**config.mk**
```make
export PLATFORM = sky130hd
export DESIGN_NAME = bus_transfer_controller_flat
export DESIGN_NICKNAME = d
export VERILOG_FILES = /design/src/rtl/bus_transfer_controller_if.sv /design/src/rtl/bus_transfer_controller.sv /design/src/flat_wrapper.sv
export SDC_FILE = /design/constraint.sdc
export NUM_CORES = 1
export LEC_CHECK = 0
export CAP_MARGIN = 20
export CORE_UTILIZATION = 45
export DETAILED_ROUTE_END_ITERATION = 16
export GPL_ROUTABILITY_DRIVEN = 0
export PLACE_DENSITY = 0.77
export SLEW_MARGIN = 5
export SYNTH_ARGS = -nofsm -noshare
export SYNTH_HDL_FRONTEND = slang
export SYNTH_SLANG_ARGS = --single-unit
```
**constraint.sdc**
```tcl
create_clock -name register_clock -period 2.2 [get_ports register_clock]
set_input_delay 0.44 -clock register_clock [delete_from_list [all_inputs] [get_ports register_clock]]
set_output_delay 0.44 -clock register_clock [all_outputs]
set_load 0.005 [all_outputs]
```
**src/rtl/bus_transfer_controller_if.sv**
```systemverilog
// Bundle of control-unit handshake and register-bus signals for the transfer controller.
// The controller takes the master view; the control unit / register file take the slave view.
interface bus_transfer_controller_if #(
    parameter int DATA_WIDTH = 16,
    parameter int NUM_REGS   = 4,
    parameter int SEL_WIDTH  = 2
);
    logic                  xfer_start;
    logic [SEL_WIDTH-1:0]  xfer_src;
    logic [SEL_WIDTH-1:0]  xfer_dst;
    logic                  xfer_busy;
    logic                  xfer_done;
    logic                  xfer_error;
    logic [NUM_REGS-1:0]   reg_read_sel;
    logic [DATA_WIDTH-1:0] bus_register_output;
    logic                  bus_register_out_en;
    logic [DATA_WIDTH-1:0] bus_register_input;
    logic [NUM_REGS-1:0]   bus_register_input_en;

    modport master (
        input  xfer_start, xfer_src, xfer_dst, bus_register_output, bus_register_out_en,
        output xfer_busy, xfer_done, xfer_error, reg_read_sel, bus_register_input,
               bus_register_input_en
    );

    modport slave (
        output xfer_start, xfer_src, xfer_dst, bus_register_output, bus_register_out_en,
        input  xfer_busy, xfer_done, xfer_error, reg_read_sel, bus_register_input,
               bus_register_input_en
    );
endinterface

```
**src/rtl/bus_transfer_controller.sv**
```systemverilog
// Register-bus master: reads one word from a source register and writes it to a destination,
// with a bounded wait on the source's output-valid.
//
// state   | meaning
// --------+-----------------------------------------------------------
// S_IDLE  | waiting for xfer_start; busy low
// S_REQ   | read select asserted, waiting up to TIMEOUT cycles for out_en
// S_WRITE | captured word driven with a one-cycle one-hot write enable
// S_DONE  | one-cycle done pulse, error reports a timeout
module bus_transfer_controller #(
    parameter int DATA_WIDTH = 16,
    parameter int NUM_REGS   = 4,
    parameter int SEL_WIDTH  = 2,
    parameter int TIMEOUT    = 8
) (
    input logic                     register_clock,
    input logic                     register_reset,
    bus_transfer_controller_if.master bus
);

    typedef enum logic [1:0] {
        S_IDLE  = 2'd0,
        S_REQ   = 2'd1,
        S_WRITE = 2'd2,
        S_DONE  = 2'd3
    } state_t;

    localparam logic [7:0]          CNT_LAST = 8'(TIMEOUT - 1);
    localparam logic [NUM_REGS-1:0] ONE_HOT0 = NUM_REGS'(1);

    state_t                state_q, state_d;
    logic [SEL_WIDTH-1:0]  src_q, src_d;
    logic [SEL_WIDTH-1:0]  dst_q, dst_d;
    logic [DATA_WIDTH-1:0] data_q, data_d;
    logic [7:0]            cnt_q, cnt_d;
    logic                  err_q, err_d;

    logic                  busy_q, busy_d;
    logic                  done_q, done_d;
    logic                  error_q, error_d;
    logic [NUM_REGS-1:0]   read_sel_q, read_sel_d;
    logic [DATA_WIDTH-1:0] wr_data_q, wr_data_d;
    logic [NUM_REGS-1:0]   wr_en_q, wr_en_d;

    always_ff @(posedge register_clock or negedge register_reset) begin
        if (!register_reset) begin
            state_q    <= S_IDLE;
            src_q      <= '0;
            dst_q      <= '0;
            data_q     <= '0;
            cnt_q      <= '0;
            err_q      <= 1'b0;
            busy_q     <= 1'b0;
            done_q     <= 1'b0;
            error_q    <= 1'b0;
            read_sel_q <= '0;
            wr_data_q  <= '0;
            wr_en_q    <= '0;
        end else begin
            state_q    <= state_d;
            src_q      <= src_d;
            dst_q      <= dst_d;
            data_q     <= data_d;
            cnt_q      <= cnt_d;
            err_q      <= err_d;
            busy_q     <= busy_d;
            done_q     <= done_d;
            error_q    <= error_d;
            read_sel_q <= read_sel_d;
            wr_data_q  <= wr_data_d;
            wr_en_q    <= wr_en_d;
        end
    end

    always_comb begin
        state_d    = state_q;
        src_d      = src_q;
        dst_d      = dst_q;
        data_d     = data_q;
        cnt_d      = cnt_q;
        err_d      = err_q;
        busy_d     = 1'b0;
        done_d     = 1'b0;
        error_d    = 1'b0;
        read_sel_d = '0;
        wr_data_d  = '0;
        wr_en_d    = '0;

        case (state_q)
            S_IDLE: begin
                if (bus.xfer_start) begin
                    src_d   = bus.xfer_src;
                    dst_d   = bus.xfer_dst;
                    cnt_d   = '0;
                    err_d   = 1'b0;
                    state_d = S_REQ;
                end
            end
            S_REQ: begin
                // A response on the last allowed cycle still counts as success.
                if (bus.bus_register_out_en) begin
                    data_d  = bus.bus_register_output;
                    state_d = S_WRITE;
                end else if (cnt_q == CNT_LAST) begin
                    err_d   = 1'b1;
                    state_d = S_DONE;
                end else begin
                    cnt_d = cnt_q + 8'd1;
                end
            end
            S_WRITE: state_d = S_DONE;
            S_DONE:  state_d = S_IDLE;
            default: state_d = S_IDLE;
        endcase

        // Outputs are decoded from the next state so every port comes straight from a flop.
        case (state_d)
            S_REQ: begin
                busy_d     = 1'b1;
                read_sel_d = ONE_HOT0 << src_d;
            end
            S_WRITE: begin
                busy_d    = 1'b1;
                wr_data_d = data_d;
                wr_en_d   = ONE_HOT0 << dst_d;
            end
            S_DONE: begin
                busy_d  = 1'b1;
                done_d  = 1'b1;
                error_d = err_d;
            end
            default: begin
                busy_d = 1'b0;
            end
        endcase
    end

    assign bus.xfer_busy             = busy_q;
    assign bus.xfer_done             = done_q;
    assign bus.xfer_error            = error_q;
    assign bus.reg_read_sel          = read_sel_q;
    assign bus.bus_register_input    = wr_data_q;
    assign bus.bus_register_input_en = wr_en_q;

endmodule

```
**src/flat_wrapper.sv**
```systemverilog
// flat-port wrapper written by rule: the top's interface ports become plain ports
module bus_transfer_controller_flat 
#(
    parameter int DATA_WIDTH = 16,
    parameter int NUM_REGS   = 4,
    parameter int SEL_WIDTH  = 2,
    parameter int TIMEOUT    = 8
)
  (register_clock, register_reset, bus_xfer_start, bus_xfer_src, bus_xfer_dst, bus_bus_register_output, bus_bus_register_out_en, bus_xfer_busy, bus_xfer_done, bus_xfer_error, bus_reg_read_sel, bus_bus_register_input, bus_bus_register_input_en);
  bus_transfer_controller_if #(.DATA_WIDTH(DATA_WIDTH), .NUM_REGS(NUM_REGS), .SEL_WIDTH(SEL_WIDTH)) bus_i ();
  input logic register_clock;
  input logic register_reset;
  input wire logic [$bits(bus_i.xfer_start)-1:0] bus_xfer_start;
  input wire logic [$bits(bus_i.xfer_src)-1:0] bus_xfer_src;
  input wire logic [$bits(bus_i.xfer_dst)-1:0] bus_xfer_dst;
  input wire logic [$bits(bus_i.bus_register_output)-1:0] bus_bus_register_output;
  input wire logic [$bits(bus_i.bus_register_out_en)-1:0] bus_bus_register_out_en;
  output wire logic [$bits(bus_i.xfer_busy)-1:0] bus_xfer_busy;
  output wire logic [$bits(bus_i.xfer_done)-1:0] bus_xfer_done;
  output wire logic [$bits(bus_i.xfer_error)-1:0] bus_xfer_error;
  output wire logic [$bits(bus_i.reg_read_sel)-1:0] bus_reg_read_sel;
  output wire logic [$bits(bus_i.bus_register_input)-1:0] bus_bus_register_input;
  output wire logic [$bits(bus_i.bus_register_input_en)-1:0] bus_bus_register_input_en;
  assign bus_i.xfer_start = bus_xfer_start;
  assign bus_i.xfer_src = bus_xfer_src;
  assign bus_i.xfer_dst = bus_xfer_dst;
  assign bus_i.bus_register_output = bus_bus_register_output;
  assign bus_i.bus_register_out_en = bus_bus_register_out_en;
  assign bus_xfer_busy = bus_i.xfer_busy;
  assign bus_xfer_done = bus_i.xfer_done;
  assign bus_xfer_error = bus_i.xfer_error;
  assign bus_reg_read_sel = bus_i.reg_read_sel;
  assign bus_bus_register_input = bus_i.bus_register_input;
  assign bus_bus_register_input_en = bus_i.bus_register_input_en;
  bus_transfer_controller #(.DATA_WIDTH(DATA_WIDTH), .NUM_REGS(NUM_REGS), .SEL_WIDTH(SEL_WIDTH), .TIMEOUT(TIMEOUT)) u_core (.register_clock(register_clock), .register_reset(register_reset), .bus(bus_i));
endmodule
```
# == Word level (Yosys, flattened, before mapping) ==
# Cells that the tools add are included.
# op_classes
addsub,1
eq_ne,10
shifts,2
mux,24
n_reduce_logical,4
# ops
operator,n
16-bit 2-to-1 mux,3
8-bit 2-to-1 mux,3
8-bit one-hot mux with 2 select lines,1
2-bit 2-to-1 mux,7
8-bit by 1-bit adder with 8-bit output (second input constant),1
2-bit == test (second input constant),4
8-bit by 3-bit == test with 1-bit output (second input constant),1
4-bit 2-to-1 mux,2
2-bit one-hot mux with 4 select lines,1
1-bit by 2-bit left shift with 4-bit output (first input constant),2
1-bit 2-to-1 mux,6
2-bit != test (second input constant),3
2-bit by 1-bit == test with 1-bit output (second input constant),2
4-bit AND reduction,1
3-bit OR reduction,1
2-bit zero test,1
1-bit one-hot mux with 2 select lines,1
2-bit nonzero test,1
# word_totals
reg_bits,58
input_bits,24
out_inout_bits,27
elab_cells,53

# == Longest topological paths before layout ==
# logic_depth
word_depth,7
ltp_mapped,6

# == Worst setup path before layout ==
# OpenSTA, ideal clock, no wires.
# synth_timing
path_type,register -> register
start,register u_core.cnt_q[5]
end,register u_core.cnt_q[0]
setup_ns,0.125
arrival_time_ns,1.603
slack_ns,0.471
path_stages_with_launch,6
n_path_buf,1
period_less_slack_ns,1.729
cell_sequence,dfrtp_1 > or4b_4 > nor2_4 > or3_1 > buf_6 > mux2_4
# synth_via
elab_chain_len,3
# synth_rtl
element,line,rtl
from (decl),bus_transfer_controller.sv:35,"logic [7:0] cnt_q, cnt_d;"
from (signal assigned),bus_transfer_controller.sv:64,cnt_q <= cnt_d;
8-bit by 3-bit == test with 1-bit output,bus_transfer_controller.sv:104,end else if (cnt_q == CNT_LAST) begin
2-bit != test (no source line),--,
4-bit AND reduction (no source line),--,
# No other way between the ends.
# A chain may end at the register's enable or synchronous reset.

# == Worst setup path after layout ==
# layout_timing
start,input bus_xfer_start
end,"register u_core.read_sel_q[1], in the netlist u_core.bus.reg_read_sel[1]"
# layout_via
elab_chain_len,4
word_cells_on_any_way,7
classes_between,eq/ne: 1; shift: 1; mux: 5
# layout_rtl
element,line,rtl
from (decl),flat_wrapper.sv:13,input wire logic [$bits(bus_i.xfer_start)-1:0] bus_xfer_start;
2-bit 2-to-1 mux,bus_transfer_controller.sv:91,if (bus.xfer_start) begin
2-bit 2-to-1 mux,bus_transfer_controller.sv:89,case (state_q)
net u_core.src_d[1],bus_transfer_controller.sv:32,"logic [SEL_WIDTH-1:0] src_q, src_d;"
1-bit by 2-bit left shift with 4-bit output,bus_transfer_controller.sv:120,read_sel_d = ONE_HOT0 << src_d;
4-bit 2-to-1 mux,bus_transfer_controller.sv:117,case (state_d)
net u_core.read_sel_d[1],bus_transfer_controller.sv:41,"logic [NUM_REGS-1:0] read_sel_q, read_sel_d;"
to (signal assigned),bus_transfer_controller.sv:69,read_sel_q <= read_sel_d;
to (decl),bus_transfer_controller.sv:41,
# The timed path passes the listed nets, and every way through them passes these cells.

==> results.md <==
- Post-Route Skew: 0.00481 ns
- Total track usage: 18.9%
- Post-Route WL: 3.36 mm
- Detailed router's first-iteration violation count: 82
- Commonest cells after routing, fill and taps aside: clkdlybuf4s50_1, dfrtp_1, and3_1
- Vias in the first global route: 1,266
- HPWL Detailed: 2.54 mm
- Final #Nets: 226
- CTS tree: yes
- PortBufs: 50
- Run status: finished, final reports clean
- Clk slew on worst S/H paths: 0.07 ns
- Most common cell after layout, fill and taps aside: clkdlybuf4s50_1
- Setup-failing EPs final: 0
- Post-Syn Area per Cell: 11.8 µm²
- VDD IR-drop max: 0.000619 V
- Synth top area share: 61.5%
- FP Rows: 22
- Worst-Skew Late Latency: 0.29 ns
- Clock tree sinks: 42
- CP startpoint: bus_xfer_start
- Post-synthesis cell count: 145
- Initial antenna violation count: 0
- Setup CP Type: in -> reg
- Die area: 4050 µm²
- Setup_tns: 0 ns
- Hold Path Class: in -> async
- RSZ-0062 raised after global routing: false
- Via count: 1,241
- Pwr/cell area: 1020 nW/µm²
- Max-Cap Viols: 0
- Worst slew margin: 73.8%
- Crit path required time: 2.41 ns
- Critical path arrival: 2.16 ns
- Root Driver: clkbuf_8
- Overall power: 2.43 mW
- DP Area: 2270 µm²
- I/O pin cnt: 51
- Final worst slack: 0.248 ns
- Register area share after synthesis: 61.5%
- Wire length per cell: 13.5 µm
- Die Span X: 63.6 µm
- Post-CTS Setup Inserts: 0
- Post-CTS sizing: 0
- Vert. Die Dim: 63.6 µm
- ANT cells: 0
- Mapped Area: 1710 µm²
- Total gr overflow: 0
- Detail Route Antenna Nets: 0
- Drt first pass iters: 5
- Largest net degree at the start of global routing: 21
- Area growth, synth to finish: 39.2%
- Cts hold-fix bufs: 0
- Worst-Margin Slew: 0.389 ns
- Final-report max-slew violation count: 0
- Area leader, netlist: dfrtp_1
- Post-route cell area: 2380 µm²
- Crit start category: input pin
- Vias per inst: 4.98
- Area contributors post-synth: dfrtp_1, and3_1, mux2i_1, nand2_1, nor2_1
- CTS max path bufs: 2
- Crit path time final: 1.95 ns
- DR DRC count: 0
- Worst r2r src: u_core.cnt_q[4]$_DFFE_PN0P_
- Core Box Area: 3660 µm²
- First-pass GRT wire length: 5.80 mm
- #FFs+latches synth: 42
- Final hold vios: 0
- Place WS: -0.0753 ns
- Fraction of layout instances using a drive strength above 1: 12.9%
- Leakage: 1.11 nW
- Fmax: 0.512 GHz
- Inserted Clock Buffers: 5
- Crit share post-route: 88.7%
- Max FO, Critical Path: 6
- Starting Density: 46.7%
- H-tree Lvls: 2
- Synth unique cells: 37
- Synth warn: 0
- Critical path capture point type: flip-flop
- Post-synth net total: 170
area by class of cell:
class | count | area (µm²)
Sequential cell | 42 | 1050
Timing Repair Buffer | 58 | 556
Inverter | 7 | 26.3
Clock inverter | 1 | 30.0
Tap cell | 48 | 60.1
Multi-Input combinational cell | 87 | 573
Clock buffer | 6 | 82.6
Fill cell | 298 | 1280
power breakdown:
part / internal (mW) / total [mW] / switching (mW)
logic: 0.436 / 0.784 / 0.347
clock network: 0.363 / 0.604 / 0.241
registers: 0.942 / 1.04 / 0.0979
total: 1.74 / 2.43 / 0.687
cell usage after synthesis:
library cell	instances
dfrtp_1	42
and3_1	16
nand2_1	10
nor2_1	10
inv_1	7
nor3_1	7
mux2i_1	6
o21ai_0	5
a21oi_1	4
clkbuf_1	3
nand2b_1	3
buf_2	2
buf_4	2
buf_6	2
o31ai_1	2
or2_2	2
or4_1	2
a211oi_1	1
and2_1	1
and4b_1	1
ha_1	1
mux2_2	1
mux2_4	1
nand3_1	1
nand3b_2	1
nand4_1	1
nand4bb_1	1
nand4bb_4	1
nor2_4	1
nor2b_2	1
nor3b_1	1
nor4_1	1
o21ai_1	1
o22ai_1	1
or3_1	1
or3_2	1
or4b_4	1
routing by layer:
layer	global-route usage (%)	routed length (µm)	up-vias
met5	0	0	-
met4	7.39	40	0
met3	5.25	193	5
met2	30.6	1610	42
met1	23.9	1510	584
li1	-	-	610
registers in the layout, summed over array words and instances (netlist names):
name	flops
u_core.bus.reg_read_sel	4
u_core.src_q	2
u_core.bus.xfer_done	1
u_core.err_q	1
u_core.cnt_q	8
u_core.bus.bus_register_input_en	4
u_core.bus.xfer_error	1
u_core.bus.xfer_busy	1
u_core.bus.bus_register_input	16
u_core.dst_q	2
u_core.state_q	2
cells by family (layout without fill, tap and decap cells):
family	after synthesis	count (layout)	share of synthesized area, %
DFF	42	42	61.5
muxes	8	8	5.05
AOI/OAI and AO/OA	14	14	4.61
adders and majority gates	1	1	0.732
buffers and inverters	16	72	4.98
and+or+nand+nor	64	64	23.1
worst paths after layout:
path / end / slack, ns / depth (start not counted)
max: u_core.bus.reg_read_sel[1]$_DFF_PN0_ / 0.25 / 6
min: u_core.cnt_q[3]$_DFFE_PN0P_ / 0.04 / 1
max reg2reg: u_core.cnt_q[1]$_DFFE_PN0P_ / 0.43 / 5
min reg2reg: u_core.dst_q[1]$_DFF_PN0_ / 0.53 / 1
max in group asynchronous: u_core.bus.bus_register_input[2]$_DFF_PN0_ / 1.65 / 2
min in group register_clock: u_core.dst_q[1]$_DFF_PN0_ / 0.53 / 1
critical path, cell delays in order:
cell and delay [ns]:
clkdlybuf4s50_1 0.55, nor3b_1 0.30, buf_4 0.21, mux2i_1 0.32, inv_1 0.13, nor3_1 0.20
through the flow:
stage	std cells	hold slack, ns	utilization (%)
after floorplan	145	0.144	-
after global placement	242	0.338	61.9
after detailed placement	242	0.346	61.9
after CTS	249	0.0339	65.0
after global routing	249	0.0389	65.0
final	249	0.0374	65.0
Power figures use the tool's default switching activity.
